[config.mk]
export PLATFORM = sky130hd
export DESIGN_NAME = route_decoder
export DESIGN_NICKNAME = d
export VERILOG_FILES = /design/src/rtl/route_decoder.sv
export SDC_FILE = /design/constraint.sdc
export NUM_CORES = 1
export LEC_CHECK = 0
export ABC_AREA = 1
export BUFFER_PORTS_ARGS = -buffer_cell sky130_fd_sc_hd__buf_2
export CORE_MARGIN = 3
export CORE_UTILIZATION = 41
export DETAILED_ROUTE_END_ITERATION = 6
export PLACE_DENSITY = 0.75
export SLEW_MARGIN = 40
export SYNTH_ARGS = -nofsm -noshare
export SYNTH_HDL_FRONTEND = slang
export SYNTH_SLANG_ARGS = --single-unit
[constraint.sdc]
create_clock -name clk -period 1.6 [get_ports clk]
set_clock_uncertainty 0.2 [all_clocks]
set_input_delay 0.08 -clock clk [delete_from_list [all_inputs] [get_ports clk]]
set_output_delay 0.08 -clock clk [all_outputs]
set_load 0.005 [all_outputs]
[src/rtl/route_decoder.sv]
// Single-stage routing decoder: registers one flit, steers it to port 0 or 1 and
// emits a route-select token. Optional per-port retire counters under ROUTE_DECODER_STATS_EN.
module route_decoder #(
  parameter int                DATA_W    = 9,
  parameter int                ADDR_W    = 4,
  parameter int                ADDR_LSB  = 5,
  parameter logic [ADDR_W-1:0] NODE_ADDR = 4'b0010,
  parameter logic [ADDR_W-1:0] NODE_MASK = 4'b1110,
  parameter int                LEAF      = 0
) (
  input  logic              clk,
  input  logic              reset,
  input  logic [DATA_W-1:0] in_data,
  input  logic              in_valid,
  output logic              in_ready,
  output logic [DATA_W-1:0] out0_data,
  output logic              out0_valid,
  input  logic              out0_ready,
  output logic [DATA_W-1:0] out1_data,
  output logic              out1_valid,
  input  logic              out1_ready,
  output logic              sel_data,
  output logic              sel_valid,
  input  logic              sel_ready
`ifdef ROUTE_DECODER_STATS_EN
  ,
  output logic [15:0]       cnt0,
  output logic [15:0]       cnt1
`endif
);

  function automatic int count_ones(input logic [ADDR_W-1:0] m);
    int n;
    n = 0;
    for (int i = 0; i < ADDR_W; i++) n += int'(m[i]);
    return n;
  endfunction

  localparam int                K         = count_ones(NODE_MASK);
  localparam logic [ADDR_W-1:0] LEAD_ONES = ~({ADDR_W{1'b1}} >> K);
  localparam bit                MASK_OK   = (NODE_MASK == LEAD_ONES);
  // The tree bit is the first address bit below this node's prefix.
  localparam int                TREE_BIT  = (K < ADDR_W) ? (ADDR_W - 1 - K) : 0;

  generate
    if (!MASK_OK) begin : g_bad_mask
      $error("route_decoder: NODE_MASK must be contiguous leading ones");
    end
    if (LEAF == 0 && K == ADDR_W) begin : g_bad_tree
      $error("route_decoder: tree-bit mode needs a NODE_MASK with at least one zero");
    end
    if (ADDR_LSB + ADDR_W > DATA_W) begin : g_bad_field
      $error("route_decoder: address field exceeds flit width");
    end
  endgenerate

  typedef enum logic [1:0] {EMPTY, FULL, WAIT_DATA, WAIT_SEL} state_t;

  state_t              r_state;
  logic [DATA_W-1:0]   r_data;
  logic                r_route;
  logic                r_out0_valid;
  logic                r_out1_valid;
  logic                r_sel_valid;

  logic [ADDR_W-1:0]   w_addr;
  logic                w_route;
  logic                w_data_hs;
  logic                w_sel_hs;
  logic                w_retire;
  logic                w_accept;

  assign w_addr  = in_data[ADDR_LSB +: ADDR_W];
  assign w_route = (LEAF != 0) ? ((w_addr & NODE_MASK) != NODE_ADDR) : w_addr[TREE_BIT];

  assign w_data_hs = (r_out0_valid & out0_ready) | (r_out1_valid & out1_ready);
  assign w_sel_hs  = r_sel_valid & sel_ready;

  // NOTE: every always_comb output gets a default first so no path can infer a latch.
  always_comb begin
    w_retire = 1'b0;
    case (r_state)
      FULL:      w_retire = w_data_hs & w_sel_hs;
      WAIT_DATA: w_retire = w_data_hs;
      WAIT_SEL:  w_retire = w_sel_hs;
      default:   w_retire = 1'b0;
    endcase
  end

  assign in_ready = ~reset & ((r_state == EMPTY) | w_retire);
  assign w_accept = in_valid & in_ready;

  // NOTE: sequential state uses non-blocking assignments; later assignments in the
  // same block take priority, so accept overrides retire, which overrides partial progress.
  always_ff @(posedge clk) begin
    if (reset) begin
      // NOTE: the flit register is reset too, so outputs read 0 rather than stale data after reset.
      r_state      <= EMPTY;
      r_data       <= '0;
      r_route      <= 1'b0;
      r_out0_valid <= 1'b0;
      r_out1_valid <= 1'b0;
      r_sel_valid  <= 1'b0;
    end else begin
      if (r_state == FULL && w_data_hs && !w_sel_hs) begin
        r_state      <= WAIT_SEL;
        r_out0_valid <= 1'b0;
        r_out1_valid <= 1'b0;
      end else if (r_state == FULL && w_sel_hs && !w_data_hs) begin
        r_state     <= WAIT_DATA;
        r_sel_valid <= 1'b0;
      end
      if (w_retire) begin
        r_state      <= EMPTY;
        r_out0_valid <= 1'b0;
        r_out1_valid <= 1'b0;
        r_sel_valid  <= 1'b0;
      end
      if (w_accept) begin
        r_state      <= FULL;
        r_data       <= in_data;
        r_route      <= w_route;
        r_out0_valid <= ~w_route;
        r_out1_valid <= w_route;
        r_sel_valid  <= 1'b1;
      end
    end
  end

  assign out0_data  = r_data;
  assign out1_data  = r_data;
  assign out0_valid = r_out0_valid;
  assign out1_valid = r_out1_valid;
  assign sel_data   = r_route;
  assign sel_valid  = r_sel_valid;

`ifdef ROUTE_DECODER_STATS_EN
  logic [15:0] r_cnt0;
  logic [15:0] r_cnt1;

  // Counters wrap naturally at 16 bits.
  always_ff @(posedge clk) begin
    if (reset) begin
      r_cnt0 <= '0;
      r_cnt1 <= '0;
    end else if (w_retire) begin
      if (r_route) r_cnt1 <= r_cnt1 + 16'd1;
      else         r_cnt0 <= r_cnt0 + 16'd1;
    end
  end

  assign cnt0 = r_cnt0;
  assign cnt1 = r_cnt1;
`endif

endmodule

[Word-level counts from Yosys, hierarchy flattened]
Cells that the tools add are included.
Storage, ports and cells
  register bits: 15
  input bits: 15
Operators by class
  eq/ne operators: 4
  muxes and demuxes: 13
  bitwise logic cells: 10
  reductions and logical operators: 13
Operator list (number)
  $mux 1: 10
  $and 1x1->1: 6
  $reduce_bool 3->1: 2
  $eq 2x2->1 const B: 2
  $logic_and 1x1->1: 4
  $mux 2: 2
  $reduce_bool 4->1: 1
  $ne 3x3->1 const B: 1
  $pmux 1 s3: 1
  $reduce_or 3->1: 1
  $eq 2x1->1 const B: 1
  $logic_not 1->1: 2
  $logic_not 2->1: 1
  $not 1->1: 2
  $or 1x1->1: 2
  $reduce_and 2->1: 1
  $reduce_bool 2->1: 1

[Depth between registers and ports, before layout]
Gate-level depths: netlist (run 1).
  word-level depth: 9
  mapped depth: 8
  depth with buffers taken out: 8

[Worst setup path before layout (run 1)]
No wires, ideal clock.
  path kind: register -> register
  from: register r_sel_valid, in the netlist sel_valid
  to: register r_state[1]
  setup time: 0.126 ns
  arrival: 1.025 ns
  data required time: 1.274 ns
  path slack: 0.248 ns
  stages on the path, launching flop included: 9
  buffers on the path: 1
  path through: dfxtp_1 > nand2_1 > nor2_2 > nand2_1 > nand3_2 > nand3_4 > buf_4 > nand3_1 > a31oi_1
Between the ends
  longest elaborated chain between the ends: 7
  elaborated cells on any way between the ends: 13
Ends and longest elaborated chain
  from (decl): RTL line 64  | logic r_sel_valid;
  from (signal assigned): RTL line 103  | r_sel_valid <= 1'b0;
  from (signal assigned): RTL line 111  | r_sel_valid <= 1'b0;
  from (signal assigned): RTL line 117  | r_sel_valid <= 1'b0;
  $and 1x1->1 *: RTL line 77  | assign w_sel_hs = r_sel_valid & sel_ready;
  $and 1x1->1: RTL line 83  | FULL: w_retire = w_data_hs & w_sel_hs;
  $pmux 1 s3: RTL line 82  | case (r_state)
  $or 1x1->1: RTL line 90  | assign in_ready = ~reset & ((r_state == EMPTY) | w_retire);
  $and 1x1->1: RTL line 90
  $and 1x1->1: RTL line 91  | assign w_accept = in_valid & in_ready;
  $reduce_or 3->1 (no source line)
  to (signal assigned): RTL line 98  | r_state <= EMPTY;
  to (signal assigned): RTL line 106  | r_state <= WAIT_SEL;
  to (signal assigned): RTL line 110  | r_state <= WAIT_DATA;
  to (decl): RTL line 59  | state_t r_state;
Every way passes the cells marked *; elsewhere a longest branch is shown, timed or not.
A chain may end at the register's enable or synchronous reset.

[Final worst setup path (run 1)]
  from: register r_sel_valid, in the netlist sel_valid
  to: register r_out1_valid, in the netlist out1_valid
Between the ends
  longest elaborated chain between the ends: 7
  elaborated cells on any way between the ends: 11
Ends and longest elaborated chain
  $and 1x1->1 *: RTL line 77
  $and 1x1->1: RTL line 83
  $pmux 1 s3: RTL line 82
  $or 1x1->1: RTL line 90
  $and 1x1->1: RTL line 90
  $and 1x1->1: RTL line 91
  $reduce_bool 3->1 (no source line) or $mux 1 (tied branches)
  to (signal assigned): RTL line 124  | r_out1_valid <= w_route;
  to (decl): RTL line 63  | logic r_out1_valid;
Marked as above.

==> metrics, run 1 <==
status finished clean; Sw Share 0.262; Post-Syn Area per Cell 7.51 um^2; Initial Utilization 0.472; root buf cell clkbuf_4; Pwr per Cell Area 831 mW/mm^2; # diodes 0; min Tclk post-route 1520 ps; vias 711; Synth Instances 88; Tot GR Track Use 0.150; cell taking the most area after synthesis dfxtp_1; fin worst setup slack 84.1 ps; initial antenna violation count 0; Die Area 0.00213 mm^2; Pwr Total 0.839 mW; clock network power share 0.307; Synth Flop Type dfxtp_1; Synth top area share 0.424; crit-path max FO 12; most numerous cell in the Yosys netlist nand2_1; area delta synth->final 52.8%; DR iter-0 viols 5; average wire per standard cell 11.1 um; Post-Route Setup TNS 0 ps; most frequent cells after synthesis 28 x nand2_1, 14 x dfxtp_1, 12 x nand3_1, 11 x buf_4, 5 x inv_1; Setup WS pre-CTS 56.4 ps; Post-synth EDFFs 0; I/O pin count 38; worst skew pair latency 280 ps; synth warn 0; Die H 46.1 um; R2R Setup Slk 80 ps; Yosys cell types 17; GRT overflow 0; num rows 13; vias per inst 4.68; CTS tree done; htree depth 1; vias in the first global route 552; layout cells sized above 1 0.431; sequential share of the synthesized area 0.424; final hold violation count 0; Netlist Area Pre-Place 661 um^2; CP endpoint kind register; Startpoint Class register; Post-DP HPWL 1110 um; Final Util 0.722; clock sink total 14; Worst EP required 1580 ps; Syn Nets 103; first-pass GRT wire length 2260 um; Die Span X 46.1 um; internal power 0.619 mW; Leakage 0.566 nW; Num CTS Buffers 3; top achievable clock speed 660 MHz; # port buffers 37; clock buffer depth 2; Rel. slew slack 0.827; Crit Path Category reg -> reg; fin area 0.00101 mm^2; final setup violation count 0; largest net degree at the start of global routing 17; register bit total from synthesis 14; # DRC 0; core area 0.00140 mm^2; Max Cap Viol 0; Worst VDD drop 0.430 mV; GPL Wtd Cong 0.811; # nets final 153; async set-reset flop share out of synthesis 0; Sequential Power Share 0.471; fin crit share 0.947; Worst EP arrival 1490 ps; final antenna-violating net count 0; placed inst area 821 um^2; P_sw 0.220 mW; Worst-Margin Slew 259 ps; top post-synthesis cells by area dfxtp_1 42%, nand2_1 16%, buf_4 13%, nand3_1 9.1%, nand4_1 3.8%; Gate power share 0.223; 1st-pass router iterations 3; Hold Path Class in -> reg; Slew Viols, Final 0; Clk pin slew, worst setup/hold paths 80 ps; Post-Route WL 1690 um
registers in the layout (all words and copies together) (netlist names):
signal / flops
out0_valid: 1
out1_valid: 1
sel_valid: 1
r_state: 2
out0_data: 9
cell usage in the layout (no fill, tap or decap), drive strengths merged, types with 2 or more instances in the layout:
master	n
a21oi	3
dfxtp	14
inv	7
nand3	14
clkbuf	4
nor2	2
dlygate4sd3	10
nand4	4
nand2	28
buf	47
routing by layer:
metal / track usage / vias up / routed length, um
li1: - / 375 / -
met1: 0.179 / 306 / 677
met2: 0.223 / 25 / 880
met3: 0.0508 / 5 / 97
met4: 0.102 / 0 / 36
met5: 0 / - / 0
stage by stage:
step | std cells | hold WS, ps
after floorplan | 88 | -50.9
after global placement | 132 | 74.4
after detailed placement | 132 | 77.7
after CTS | 146 | 5.39
after global routing | 152 | 17.6
final | 152 | 12.6
worst max-delay path: stages (launching register included):
cell     delay [ps]
dfxtp_1         340
nand2_1          90
nor2_2          110
nand2_1         100
nand3_2         100
nand3_4         140
buf_4           180
nand4_1          70
a21oi_1          80
kinds of logic after synthesis:
logic type | after synthesis | share of synthesized area
AND/OR/NAND/NOR | 49 | 0.354
buffers and inverters | 19 | 0.170
flip-flops | 14 | 0.424
AO/OA/AOI/OAI | 6 | 0.0511
final cells by class:
class | instances | area [um^2]
Inverter | 7 | 26.3
Clock buffer | 4 | 36.3
Sequential cell | 14 | 282
Tap cell | 15 | 18.8
Fill cell | 119 | 389
Timing Repair Buffer | 57 | 377
Multi-Input combinational cell | 55 | 270
power groups by stage:
stage | Combinational, mW | Clock, mW | Sequential, mW
after CTS | 0.169 | 0.263 | 0.394
final | 0.187 | 0.257 | 0.395
after global routing | 0.206 | 0.286 | 0.399
after global placement | 0.148 | 0 | 0.401
after floorplan | 0.0896 | 0 | 0.405
after detailed placement | 0.151 | 0 | 0.402
final timing paths:
path                               end  cells after the start                       from
min          out0_data[6]$_SDFFE_PP0P_                      4                   in_valid
min reg2reg  out0_data[7]$_SDFFE_PP0P_                      2  out0_data[7]$_SDFFE_PP0P_
max            out1_valid$_SDFFE_PP0P_                      8     sel_valid$_SDFFE_PP0P_
max reg2reg    out1_valid$_SDFFE_PP0P_                      8     sel_valid$_SDFFE_PP0P_
what timing repair did:
item / CTS / global route
hold buffers: 10 / 0
gates resized for setup: 0 / 4
setup endpoints to repair: 0 / 12
hold endpoints to repair: 11 / 0
buffers inserted: 0 / 6
No activity file was read; power rests on OpenSTA's default activity.
==> run 2: changes to the inputs <==
- CORE_UTILIZATION: 41 -> 37
- PLACE_DENSITY: 0.75 -> 0.71
- SETUP_SLACK_MARGIN: not set -> 0.1
- clock period: 1.6 -> 1.3 ns (I/O delays scaled with it)
==> run 2 against run 1 <==
Net effect:
- the run now ends with negative setup slack left
- utilization up 1.8 points
- sequential cell count unchanged
- global-route usage up 4.1 points
- largest cell class unchanged
- clock-buffer cell count down 1
- critical path depth up 1
- die area up 9.4%
- sequential power up 25%
==> metrics, run 2 (synthesis results as in run 1) <==
status complete, but fails checks; failing checks negative setup slack; CP cell instances inv_2 > nor2_4 > nand2_2 > nand3_4 > nand3_4 > buf_6 > o211ai_1 > nand2_1 > inv_1; vias in the first global route 719; R2R Setup Slk -170 ps; Post-DP HPWL 1250 um; GPL Wtd Cong 0.758; largest net degree at the start of global routing 13; # nets final 160; Post-Route Setup TNS -1840 ps; average wire per standard cell 13.0 um; Worst EP arrival 1500 ps; CP endpoint kind register; Post-Route WL 2160 um; commonest non-fill, non-tap cells in the layout 36 x buf_2, 14 x nand2_1, 13 x buf_4; final setup violation count 15; final hold violation count 0; Crit path largest cell delay 360 ps; DR iter-0 viols 15; CP most frequent cell nand3_4; Critical Path Start r_state[0]$_SDFFE_PP0P_; Worst VDD drop 0.527 mV; 1st-pass router iterations 5; htree depth 1; Worst-Margin Slew 213 ps; unrepaired setup endpoints after global routing yes; first-pass GRT wire length 3080 um; Clk pin slew, worst setup/hold paths 90 ps; area delta synth->final 78.6%; Pwr per Cell Area 877 mW/mm^2; top achievable clock speed 678 MHz; multi-input logic area 367 um^2; I/O pin count 38; clock buffer depth 2; crit-path max FO 7; root buf cell clkbuf_4; commonest non-fill, non-tap cell in the layout buf_2; slowest stage cell, crit path dfxtp_2; Crit Path Category reg -> reg; vias 802; Rel. slew slack 0.857; sequential cell area 287 um^2; clock sink total 14; # diodes 0; Die Area 0.00233 mm^2; Layout Cells excl Fill 167; Tot GR Track Use 0.191; Num CTS Buffers 3; fin worst setup slack -174 ps; Hold Path Class in -> reg; r2r startpoint r_state[0]$_SDFFE_PP0P_; placed cell count 147; num rows 14; Worst EP required 1330 ps; Die Span X 48.3 um; Die H 48.3 um; Slew Viols, Final 0; Largest register FFs 9; initial antenna violation count 0; GRT overflow 0; core area 0.00159 mm^2; Leakage 0.638 nW; Worst setup endpoint r_state[0]$_SDFFE_PP0P_; Initial Utilization 0.414; vias per inst 4.80; fin crit share 1.13; # DRC 0; Final Util 0.740; worst r2r dst r_state[0]$_SDFFE_PP0P_; Max Cap Viol 0; Startpoint Class register; min Tclk post-route 1470 ps; # port buffers 37; layout cells sized above 1 0.643; fillcell total 118; CTS tree done; final antenna-violating net count 0; worst skew pair latency 280 ps; R2R cell count 9
## run 2: worst min path at each step
stage / end / startpoint / slack [ps] / cells after the start
global placement: out0_valid$_SDFFE_PP0P_ / reset / 60 / 2
CTS: out0_valid$_SDFFE_PP0P_ / in_valid / 20 / 4
detailed placement: out0_data[4]$_SDFFE_PP0P_ / in_data[4] / 60 / 3
floorplan: out0_valid$_SDFFE_PP0P_ / reset / -70 / 1
finish: r_state[1]$_SDFFE_PP0P_ / out1_ready / 20 / 4
global route: r_state[1]$_SDFFE_PP0P_ / out1_ready / 10 / 4
## run 2: metal layers
layer  GRT usage  up-vias  wire length, um
met4      0.0806        0               41
li1            -      390                -
met5           0        -                0
met3      0.0369        6              105
met1       0.219      379              843
met2       0.341       27             1170
## run 2: where the power goes
part | switching [mW] | internal, mW | total [mW]
clock | 0.147 | 0.107 | 0.254
sequential | 0.0266 | 0.465 | 0.492
combinational | 0.133 | 0.155 | 0.289
## run 2: critical path: cells and delay by family (launching register included)
family	cells	cell delay [ps]
compound gates	1	100
simple gates	5	500
buf+inv	3	260
flops	1	360
## run 2: cell type report
type,instances,area share
timing repair buffer,64,0.375
multi-input combinational,55,0.311
sequential,14,0.243
inverter,7,0.0265
tap,24,0.0255
clock buffer,3,0.0191
## run 2: stage by stage
stage,total power [mW],instance area [um^2],hold slack [ps],setup WS (ps)
after floorplan,0.617,682,-73.3,-22.2
after global placement,0.703,895,57.9,-67.8
after detailed placement,0.708,895,64.2,-102
after CTS,0.998,1110,24.1,-150
after global routing,1.09,1180,12.3,-267
final,1.03,1180,19.2,-174
## run 2: timing repair
item                                    in CTS  in global routing
hold endpoints to repair                    11                  0
endpoints found under the setup margin      15                 15
gates resized for setup                     18                 14
cloned                                       0                  0
setup buffers                                5                  2
pin swaps                                    9                  7
hold buffers                                10                  0
==> run 3: changes to the inputs <==
- SETUP_SLACK_MARGIN: 0.1 -> 0.02
==> run 3 against run 2 <==
Net effect:
- the run still ends with negative setup slack left
- total power grew 4.8%
- hold slack gained 17 ps
- fmax shrank 0.13%
- first-iteration DRC count shrank 33%
- clock-buffer cell count grew 1
- setup slack lost 1.9 ps
- sequential share of layout area grew 0.29 points
- sequential power is essentially flat
- utilization shrank 0.24 points
- critical path depth shrank 2
- critical path type unchanged
- largest cell class unchanged
==> metrics, run 3 (synthesis results as in run 1) <==
Die Area 0.00233 mm^2; Pwr Total 1.08 mW; Clk pin slew, worst setup/hold paths 90 ps; unrepaired setup endpoints after global routing yes; DR iter-0 viols 10; Initial Utilization 0.414; Post-Route Setup TNS -1720 ps; core area 0.00159 mm^2; GRT overflow 0; Tot GR Track Use 0.182; 1st-pass router iterations 4; average wire per standard cell 11.7 um; Crit Path Category reg -> reg; Crit path largest cell delay 390 ps; Buf/Inv on CP 1; min Tclk post-route 1480 ps; final setup violation count 15; Rel. slew slack 0.864; hold_ws 36.3 ps; CP endpoint kind register; worst skew pair latency 280 ps; fillcell total 117; # port buffers 37; clock sink total 14; fin worst setup slack -176 ps; Worst EP arrival 1490 ps; vias in the first global route 707; R2R Setup Slk -180 ps; Slew Viols, Final 0; Pwr per Cell Area 922 mW/mm^2; Final Util 0.738; placed cell count 145; Worst EP required 1320 ps; Worst VDD drop 0.620 mV; worst hold stages 4; CP cell instances inv_4 > nor2_4 > nand2_2 > nand3_2 > nand3_4 > or2_1 > a21oi_1; worst r2r dst out0_valid$_SDFFE_PP0P_; Endpoint, Worst Hold sel_valid$_SDFFE_PP0P_; top achievable clock speed 677 MHz; vias 768; area delta synth->final 78.0%; min-delay src in_valid; commonest non-fill, non-tap cells in the layout 37 x buf_2, 20 x nand2_1, 11 x nand3_2, 11 x buf_4, 10 x dlygate4sd3_1; # DRC 0; num rows 14; GPL Wtd Cong 0.759; Post-Route WL 1960 um; final hold violation count 0; clock buffer depth 2; Hold Path Class in -> reg; Post-DP HPWL 1190 um; Die H 48.3 um; slowest stage cell, crit path dfxtp_4; fin crit share 1.14; CTS tree done; I/O pin count 38; Num CTS Buffers 3; final antenna-violating net count 0; Leakage 0.636 nW; commonest non-fill, non-tap cell in the layout buf_2; R2R cell count 7; Startpoint Class register; Max Cap Viol 0; Layout Cells excl Fill 167; root buf cell clkbuf_4; initial antenna violation count 0; # diodes 0; top cell family by delay on the critical path simple AND/OR/NAND/NOR gates; first-pass GRT wire length 2950 um; status complete, but fails checks; # nets final 159; Largest register FFs 9; htree depth 1; crit-path max FO 7; largest net degree at the start of global routing 9; Worst-Margin Slew 203 ps; layout cells sized above 1 0.629; Die Span X 48.3 um; failing checks negative setup slack; r2r startpoint r_state[0]$_SDFFE_PP0P_; vias per inst 4.60
run 3: cell count changes in the layout (fill, tap and decap cells not counted), sizes merged:
| cell | before | now |
|---|---|---|
| clkinv | 0 | 1 |
| buf | 54 | 52 |
| clkbuf | 3 | 4 |
run 3: metrics by stage:
stage / setup slack, ps / area, um^2
after floorplan: -22.2 / 682
after global placement: -72.5 / 867
after detailed placement: -128 / 867
after CTS: -166 / 1130
after global routing: -259 / 1180
final: -176 / 1180
run 3: layout make-up:
type / instances / area (um^2) / share of cell area
Tap cell: 24 / 30.0 / 0.0255
Multi-Input combinational cell: 55 / 368 / 0.313
Timing Repair Buffer: 62 / 413 / 0.351
Inverter: 7 / 33.8 / 0.0287
Sequential cell: 14 / 289 / 0.246
Timing Repair inverter: 1 / 6.26 / 0.00532
Clock buffer: 4 / 36.3 / 0.0309
run 3: worst max path at each step:
stage          depth (start not counted)  slack, ps                 endpoint                     from
2_1_floorplan                          7        -20  out0_valid$_SDFFE_PP0P_  r_state[0]$_SDFFE_PP0P_
3_3_place_gp                           7        -70  out0_valid$_SDFFE_PP0P_  out1_valid$_SDFFE_PP0P_
3_5_place_dp                           8       -130  out1_valid$_SDFFE_PP0P_  r_state[1]$_SDFFE_PP0P_
4_1_cts                                7       -170                 in_ready  out0_valid$_SDFFE_PP0P_
5_1_grt                                7       -260  r_state[0]$_SDFFE_PP0P_   sel_valid$_SDFFE_PP0P_
6_report                               7       -180  out0_valid$_SDFFE_PP0P_  r_state[0]$_SDFFE_PP0P_
run 3: tightest hold or removal path, cell delays in order:
cell and delay [ps]:
buf_2 110, nand3_4 140, buf_6 120, o21ai_2 40
run 3: metal layers:
metal,track usage,wire [um],up-vias
met5,0,0,-
met3,0.0480,113,2
met2,0.310,1030,27
met4,0.0806,7,0
met1,0.212,814,345
li1,-,-,394
run 3: power breakdown:
group          leakage [nW]  switching [mW]  internal (mW)
Sequential            0.117          0.0300          0.464
Clock                0.0210           0.147          0.170
Combinational         0.498           0.127          0.145
run 3: repair_timing:
action / 4_1_cts / 5_1_grt
endpoints found under the hold margin: 11 / 0
pin swaps: 10 / 10
hold buffers: 10 / 0
resized for setup: 22 / 14
setup endpoints to repair: 14 / 15
setup buffers: 7 / 0
cloned: 1 / 0
